**src/rtl/prng_sched.sv**
```systemverilog
// prng_sched: round-robin scheduler sharing one PRNG datapath between two
// requesters. A granted job loads seed/type into the PRNG, waits out a
// configurable warm-up delay, then streams N random words back.
//
// Ports:
//   clk, reset                    clock, async active-high reset
//   req[1:0]                      level job requests, held until grant
//   req_typ0/1, req_seed0/1       per-requester PRNG type and seed
//   req_cnt0/1                    draws per job (0 means 2^CNT_W)
//   cfg_delay                     warm-up cycles after seed load
//   gnt[1:0]                      one-hot 1-cycle grant pulse
//   prng_t_sel/typ_sel/t_dat      PRNG seed strobe, type, seed
//   prng_dat                      PRNG output word
//   rsp_vld/id/dat/last           response stream to the job owner
//   busy                          a job is in progress
//
// state | meaning
// IDLE  | waiting for a request, arbitrates and grants
// SEED  | one-cycle seed-load strobe to the PRNG
// WAIT  | PRNG warm-up, dly_cnt counts down to zero
// DRAW  | one response word per cycle until the draw count is exhausted
module prng_sched #(
  parameter int DAT_W = 16,
  parameter int TYP_W = 2,
  parameter int DLY_W = 4,
  parameter int CNT_W = 4
) (
  input  logic             clk,
  input  logic             reset,
  input  logic [1:0]       req,
  input  logic [TYP_W-1:0] req_typ0,
  input  logic [TYP_W-1:0] req_typ1,
  input  logic [DAT_W-1:0] req_seed0,
  input  logic [DAT_W-1:0] req_seed1,
  input  logic [CNT_W-1:0] req_cnt0,
  input  logic [CNT_W-1:0] req_cnt1,
  input  logic [DLY_W-1:0] cfg_delay,
  output logic [1:0]       gnt,
  output logic             prng_t_sel,
  output logic [TYP_W-1:0] prng_typ_sel,
  output logic [DAT_W-1:0] prng_t_dat,
  input  logic [DAT_W-1:0] prng_dat,
  output logic             rsp_vld,
  output logic             rsp_id,
  output logic [DAT_W-1:0] rsp_dat,
  output logic             rsp_last,
  output logic             busy
);

  typedef enum logic [1:0] {IDLE, SEED, WAIT, DRAW} state_t;

  state_t           state, state_nxt;
  logic             id_q;
  logic             last_id;
  logic [TYP_W-1:0] typ_q;
  logic [DAT_W-1:0] seed_q;
  logic [DLY_W-1:0] dly_q;
  logic [DLY_W-1:0] dly_cnt;
  logic [CNT_W:0]   rem;
  logic             grant;
  logic             win;
  logic [CNT_W-1:0] win_cnt;

  // With both requesting, the one after last_id wins; otherwise the sole requester.
  always_comb begin
    grant   = (state == IDLE) && (req != 2'b00);
    win     = (req == 2'b11) ? ~last_id : req[1];
    win_cnt = win ? req_cnt1 : req_cnt0;
  end

  always_ff @(posedge clk or posedge reset) begin
    if (reset) state <= IDLE;
    else       state <= state_nxt;
  end

  always_comb begin
    state_nxt = state;
    case (state)
      IDLE: if (req != 2'b00) state_nxt = SEED;
      SEED: state_nxt = (dly_q == '0) ? DRAW : WAIT;
      WAIT: if (dly_cnt == DLY_W'(1)) state_nxt = DRAW;
      DRAW: if (rem == (CNT_W+1)'(1)) state_nxt = IDLE;
      default: state_nxt = IDLE;
    endcase
  end

  always_comb begin
    prng_t_sel   = (state == SEED);
    busy         = (state != IDLE);
    prng_t_dat   = seed_q;
    prng_typ_sel = typ_q;
  end

  always_ff @(posedge clk or posedge reset) begin
    if (reset) begin
      gnt      <= 2'b00;
      id_q     <= 1'b0;
      last_id  <= 1'b1;
      typ_q    <= '0;
      seed_q   <= '0;
      dly_q    <= '0;
      dly_cnt  <= '0;
      rem      <= '0;
      rsp_vld  <= 1'b0;
      rsp_id   <= 1'b0;
      rsp_dat  <= '0;
      rsp_last <= 1'b0;
    end else begin
      gnt      <= 2'b00;
      rsp_vld  <= 1'b0;
      rsp_last <= 1'b0;
      if (grant) begin
        gnt    <= win ? 2'b10 : 2'b01;
        id_q   <= win;
        typ_q  <= win ? req_typ1 : req_typ0;
        seed_q <= win ? req_seed1 : req_seed0;
        dly_q  <= cfg_delay;
        // A zero count requests the full 2^CNT_W words.
        rem    <= (win_cnt == '0) ? {1'b1, {CNT_W{1'b0}}} : {1'b0, win_cnt};
      end
      if (state == SEED) dly_cnt <= dly_q;
      if (state == WAIT) dly_cnt <= dly_cnt - DLY_W'(1);
      if (state == DRAW) begin
        rsp_vld <= 1'b1;
        rsp_dat <= prng_dat;
        rsp_id  <= id_q;
        rem     <= rem - (CNT_W+1)'(1);
        if (rem == (CNT_W+1)'(1)) begin
          rsp_last <= 1'b1;
          last_id  <= id_q;
        end
      end
    end
  end

endmodule

```
**config.mk**
```make
export PLATFORM = sky130hd
export DESIGN_NAME = prng_sched
export DESIGN_NICKNAME = d
export VERILOG_FILES = /design/src/rtl/prng_sched.sv
export SDC_FILE = /design/constraint.sdc
export NUM_CORES = 1
export LEC_CHECK = 0
export BUFFER_PORTS_ARGS = -buffer_cell sky130_fd_sc_hd__buf_4
export CAP_MARGIN = 20
export CORE_UTILIZATION = 51
export DETAILED_ROUTE_END_ITERATION = 10
export GPL_TIMING_DRIVEN = 0
export PLACE_DENSITY = 0.87
export SLEW_MARGIN = 20
export SYNTH_ARGS = -nofsm -noshare
export SYNTH_HDL_FRONTEND = slang
export SYNTH_SLANG_ARGS = --single-unit
```
**constraint.sdc**
```tcl
create_clock -name clk -period 2.5 [get_ports clk]
set_input_delay 0.5 -clock clk [delete_from_list [all_inputs] [get_ports clk]]
set_output_delay 0.5 -clock clk [all_outputs]
set_load 0.02 [all_outputs]
```
## Yosys cells after proc, flatten, opt, wreduce, memory -nomap -nowiden

Cells that the tools add are included.

- Add/sub/neg operators: 2
- Equal/unequal tests: 9
- Bitwise gates (word level): 1
- Reductions and logical operators: 10
- Muxes and demuxes: 19

Operators with widths:

| operator | count |
|---|---|
| $mux W16 | 1 |
| $mux W5 | 3 |
| $mux W2 | 6 |
| $mux W4 | 3 |
| $logic_not A4 Y1 | 2 |
| $pmux W2 S4 | 1 |
| $reduce_bool A2 Y1 | 4 |
| $eq A2 B2 Y1 const B | 3 |
| $eq A5 B1 Y1 const B | 1 |
| $mux W1 | 5 |
| $sub A5 B1 Y5 const B | 1 |
| $eq A4 B1 Y1 const B | 1 |
| $ne A2 B2 Y1 const B | 2 |
| $sub A4 B1 Y4 const B | 1 |
| $reduce_and A3 Y1 | 1 |
| $eq A2 B1 Y1 const B | 1 |
| $logic_not A2 Y1 | 1 |
| $ne A2 B1 Y1 const B | 1 |
| $reduce_and A2 Y1 | 1 |
| $logic_and A1 B1 Y1 | 1 |
| $not A1 Y1 | 1 |

- Input bits: 68
- Register bits after elaboration: 56
- Logic and storage cells: 54
- Output and inout port bits: 41

## Logic depth before layout (Yosys ltp)

- Word-level depth: 7
- Depth in mapped cells: 7
- Mapped depth without buffers: 6

## Worst setup path before layout

No wires, ideal clock.

- Kind: register to register
- From: reg state[0]
- To: reg seed_q[10] (netlist: prng_t_dat[10])
- Data arrival time: 1.553 ns
- Setup time: 0.065 ns
- Cell stages (with the launch flop): 8
- Buffers on the path: 1
- Slack: 0.882 ns
- Clock period less this slack: 1.618 ns
- Cells stage by stage: dfrtp_1 -> inv_1 -> ha_1 -> inv_2 -> nor3_4 -> buf_6 -> a222oi_1 -> inv_1

- Cells in the longest elaborated chain, start to end: 2

RTL lines:

| what | RTL line | text |
|---|---|---|
| start, declared | 52 | `state_t state, state_nxt;` |
| start signal, assigned | 73 | `else state <= state_nxt;` |
| $logic_not A2 Y1 | 66 | `grant = (state == IDLE) && (req != 2'b00);` |
| $logic_and A1 B1 Y1 | 66 |  |
| end signal, assigned | 116 | `seed_q <= win ? req_seed1 : req_seed0;` |
| end, declared | 56 | `logic [DAT_W-1:0] seed_q;` |

Every way passes these cells.
A chain may end at the register's enable or synchronous reset.

## Worst setup path in the final report

- From: reg state[0]
- To: out busy

- Cells in the longest elaborated chain, start to end: 1

RTL lines:

| what | RTL line | text |
|---|---|---|
| $reduce_bool A2 Y1 | 89 | `busy = (state != IDLE);` |
| end, declared | 47 | `output logic busy` |

Every way passes these cells.

==> key figures <==
Status
  – Outcome: finished, final reports clean

Global route
  – Largest net degree at the start of global routing: 57
  – Number of global-route vias before repair: 2069
  – Initial antenna violation count: 0
  – Global-route wire length before repair: 9.87 mm
  – Total global-route track usage: 0.243
  – GRT overflow: 0

Routing
  – DR WL/cell: 15.9 um
  – Final wirelength: 6.19 mm
  – Final ANT Viol Nets: 0
  – DR iter-0 viols: 243
  – First-pass iteration count of the detailed router: 5
  – Via density: 5.44
  – DR vias: 2115
  – DRC viols: 0

Floorplan
  – Die Wd: 72.7 um
  – I/O pin total: 109
  – Die Ht: 72.7 um
  – Area of the core: 4750 um^2
  – DIE AREA: 5280 um^2
  – Initial core utilization: 0.536
  – Row count: 25

Setup path
  – CP endpoint kind: output pin
  – Critical Path AT: 1.53 ns
  – Reg2reg setup slack: 0.59 ns
  – Type of origin of the critical path: register
  – CP peak stage delay: 0.42 ns
  – Worst-path fanout max: 8
  – Worst Setup Path Type: reg2out
  – Critical-path cell list: inv_1 > ha_1 > inv_2 > buf_4
  – Slowest library cell on the worst path: dfrtp_1
  – Worst Path Required: 2.00 ns

Logic synthesis
  – Sequential area share after synthesis: 0.551
  – Commonest cells in the netlist: dfrtp_1 (55), inv_1 (30), mux2_2 (24), a222oi_1 (18), a21oi_1 (10)
  – Post-Synthesis Cells: 206
  – Cell area after synthesis: 2550 um^2
  – Compound-Gate Fraction of Synth Area: 0.161
  – Avg Inst Size Synth: 12.4 um^2
  – Asr flop ratio synth: 1.00
  – Synth area leader: dfrtp_1
  – Combinational family with the most area after synthesis: compound AO/OA/AOI/OAI gates
  – #FFs+latches synth: 56
  – Simple-gate share of the synthesized area: 0.0545
  – Multiplexer share of the synthesized area: 0.110
  – EDFF count, synth: 0
  – Cell with the most instances after synthesis: dfrtp_1
  – XOR/XNOR Fraction of Synth Area: 0.0103
  – Largest cells by area after synthesis: dfrtp_1 (54%), mux2_2 (11%), a222oi_1 (7.1%)
  – Top cell type's share of synthesized area: 0.540
  – Netlist cell types: 39
  – Synth Flop Type: dfrtp_1
  – Post-synthesis adder-cell area fraction: 0.0393
  – Synthesis Warnings: 0
  – Syn_nets: 282

Clocking
  – Cts hold-fix bufs: 0
  – CTS tree: built
  – H-tree depth: 2
  – Clock buffer depth: 2
  – Total CTS buffers: 5
  – Cell chosen for the clock root: clkbuf_8
  – Number of gates resized after CTS: 0
  – Post-CTS Setup Bufs: 0
  – CTS Sinks: 56
  – Clock Pin Slew Worst Setup and Hold Paths: 0.10 ns
  – Skew-Pair Late Insertion Delay: 0.31 ns

STA
  – Setup violators final: 0
  – Max frequency: 492 MHz
  – Unrepaired setup endpoints after global routing: false
  – Fin crit share: 0.813
  – Slew headroom: 0.552
  – Final setup margin: 0.468 ns
  – Setup TNS: 0 ns
  – Post-route minimum period: 2.03 ns
  – Max Slew Vio Count: 0
  – Clock Skew: 0.00907 ns
  – Slew at the pin with the worst max-slew slack: 0.673 ns
  – Final Hold Viols: 0

Power
  – Leak Pwr: 1.79 nW
  – PD cells: 1310 nW/um^2
  – Total power: 4.63 mW
  – Maximum VDD drop: 0.000804 V

Finish
  – Layout area overhead: 39.0%
  – Inserted Diodes: 0
  – Multi-input logic area: 955 um^2
  – Fill count: 350
  – Layout cells sized above 1: 0.491
  – Final net count: 397
  – Post-route cell area: 3540 um^2
  – Final Non-Filler Cells: 389
  – Storage cell area: 1400 um^2

Job
  – Max-cap viol count: 0

Place
  – Post-DP HPWL: 4.62 mm
  – Cell area after placement: 3440 um^2
  – I/O Buffers: 108
  – Dpl ws: 0.607 ns
  – GPL Wtd Cong: 0.812
  – Placed cell count: 381

Hold path
  – Hold WC Path Type: in2async
-- state kept, by name, summed over array words and instances (netlist names) --
signal / cells
rsp_dat: 16
gnt: 2
state: 2
dly_q: 4
rsp_vld: 1
id_q: 1
rem: 5
dly_cnt: 4
last_id: 1
rsp_id: 1
prng_typ_sel: 2
prng_t_dat: 16
rsp_last: 1
-- per-stage QoR --
stage / util / hold slack [ns]
2_1_floorplan: - / 0.460
4_1_cts: 0.745 / 0.318
3_5_place_dp: 0.724 / 0.479
3_3_place_gp: 0.724 / 0.473
6_report: 0.745 / 0.302
5_1_grt: 0.745 / 0.358
-- critical path, delay by kind of cell, from the launching register on --
kind / cells / cell delay, ns
buf+inv: 3 / 0.43
fa+ha+maj: 1 / 0.38
flops: 1 / 0.42
-- kinds of logic after synthesis --
kind of cell,count (synthesis)
xor gates and xnor gates,3
DFF,56
adders and majority gates,8
muxes,25
AOI/OAI and AO/OA,51
buffers and inverters,41
and+or+nand+nor,22
-- cell usage in the layout, fill, tap and decap left out, types with 3 or more instances in the layout --
cell type,synthesis,final
nand2b_1,3,3
o32ai_1,3,3
o21ai_0,8,8
mux2_2,24,24
ha_1,8,8
nor2_1,5,5
buf_2,3,3
dfrtp_1,55,55
clkbuf_8,1,7
a21oi_1,10,10
nand3_1,3,3
buf_4,2,110
a222oi_1,18,18
inv_1,30,29
-- layout make-up --
| cell class | instances | area share |
|---|---|---|
| sequential | 56 | 0.396 |
| tap | 67 | 0.0237 |
| clock buffer | 6 | 0.0233 |
| inverter | 31 | 0.0336 |
| multi-input combinational | 109 | 0.270 |
| clock inverter | 2 | 0.00424 |
| timing repair buffer | 108 | 0.229 |
| buffer | 10 | 0.0208 |
-- power breakdown --
group | switching, mW | internal, mW
combinational | 1.29 | 1.17
clock | 0.296 | 0.225
sequential | 0.286 | 1.36
-- final timing paths --
kind	startpoint	cells past startpoint	endpoint
setup / recovery	state[0]	4	busy
hold / removal	reset	2	rsp_dat[0]
setup reg to reg	state[0]	6	prng_t_dat[5]
hold reg to reg	prng_t_dat[3]	2	prng_t_dat[3]
max in group asynchronous	reset	2	prng_t_dat[9]
min in group clk	req_seed0[10]	3	prng_t_dat[10]
-- per-layer routing --
metal  global-route usage  vias up  wire, um
li1                     -      979         -
met1                0.317     1047      2510
met2                0.412       79      3280
met3               0.0470       10       284
met4               0.0697        0       112
met5                    0        -         0
(Power assumes the default switching activity.)
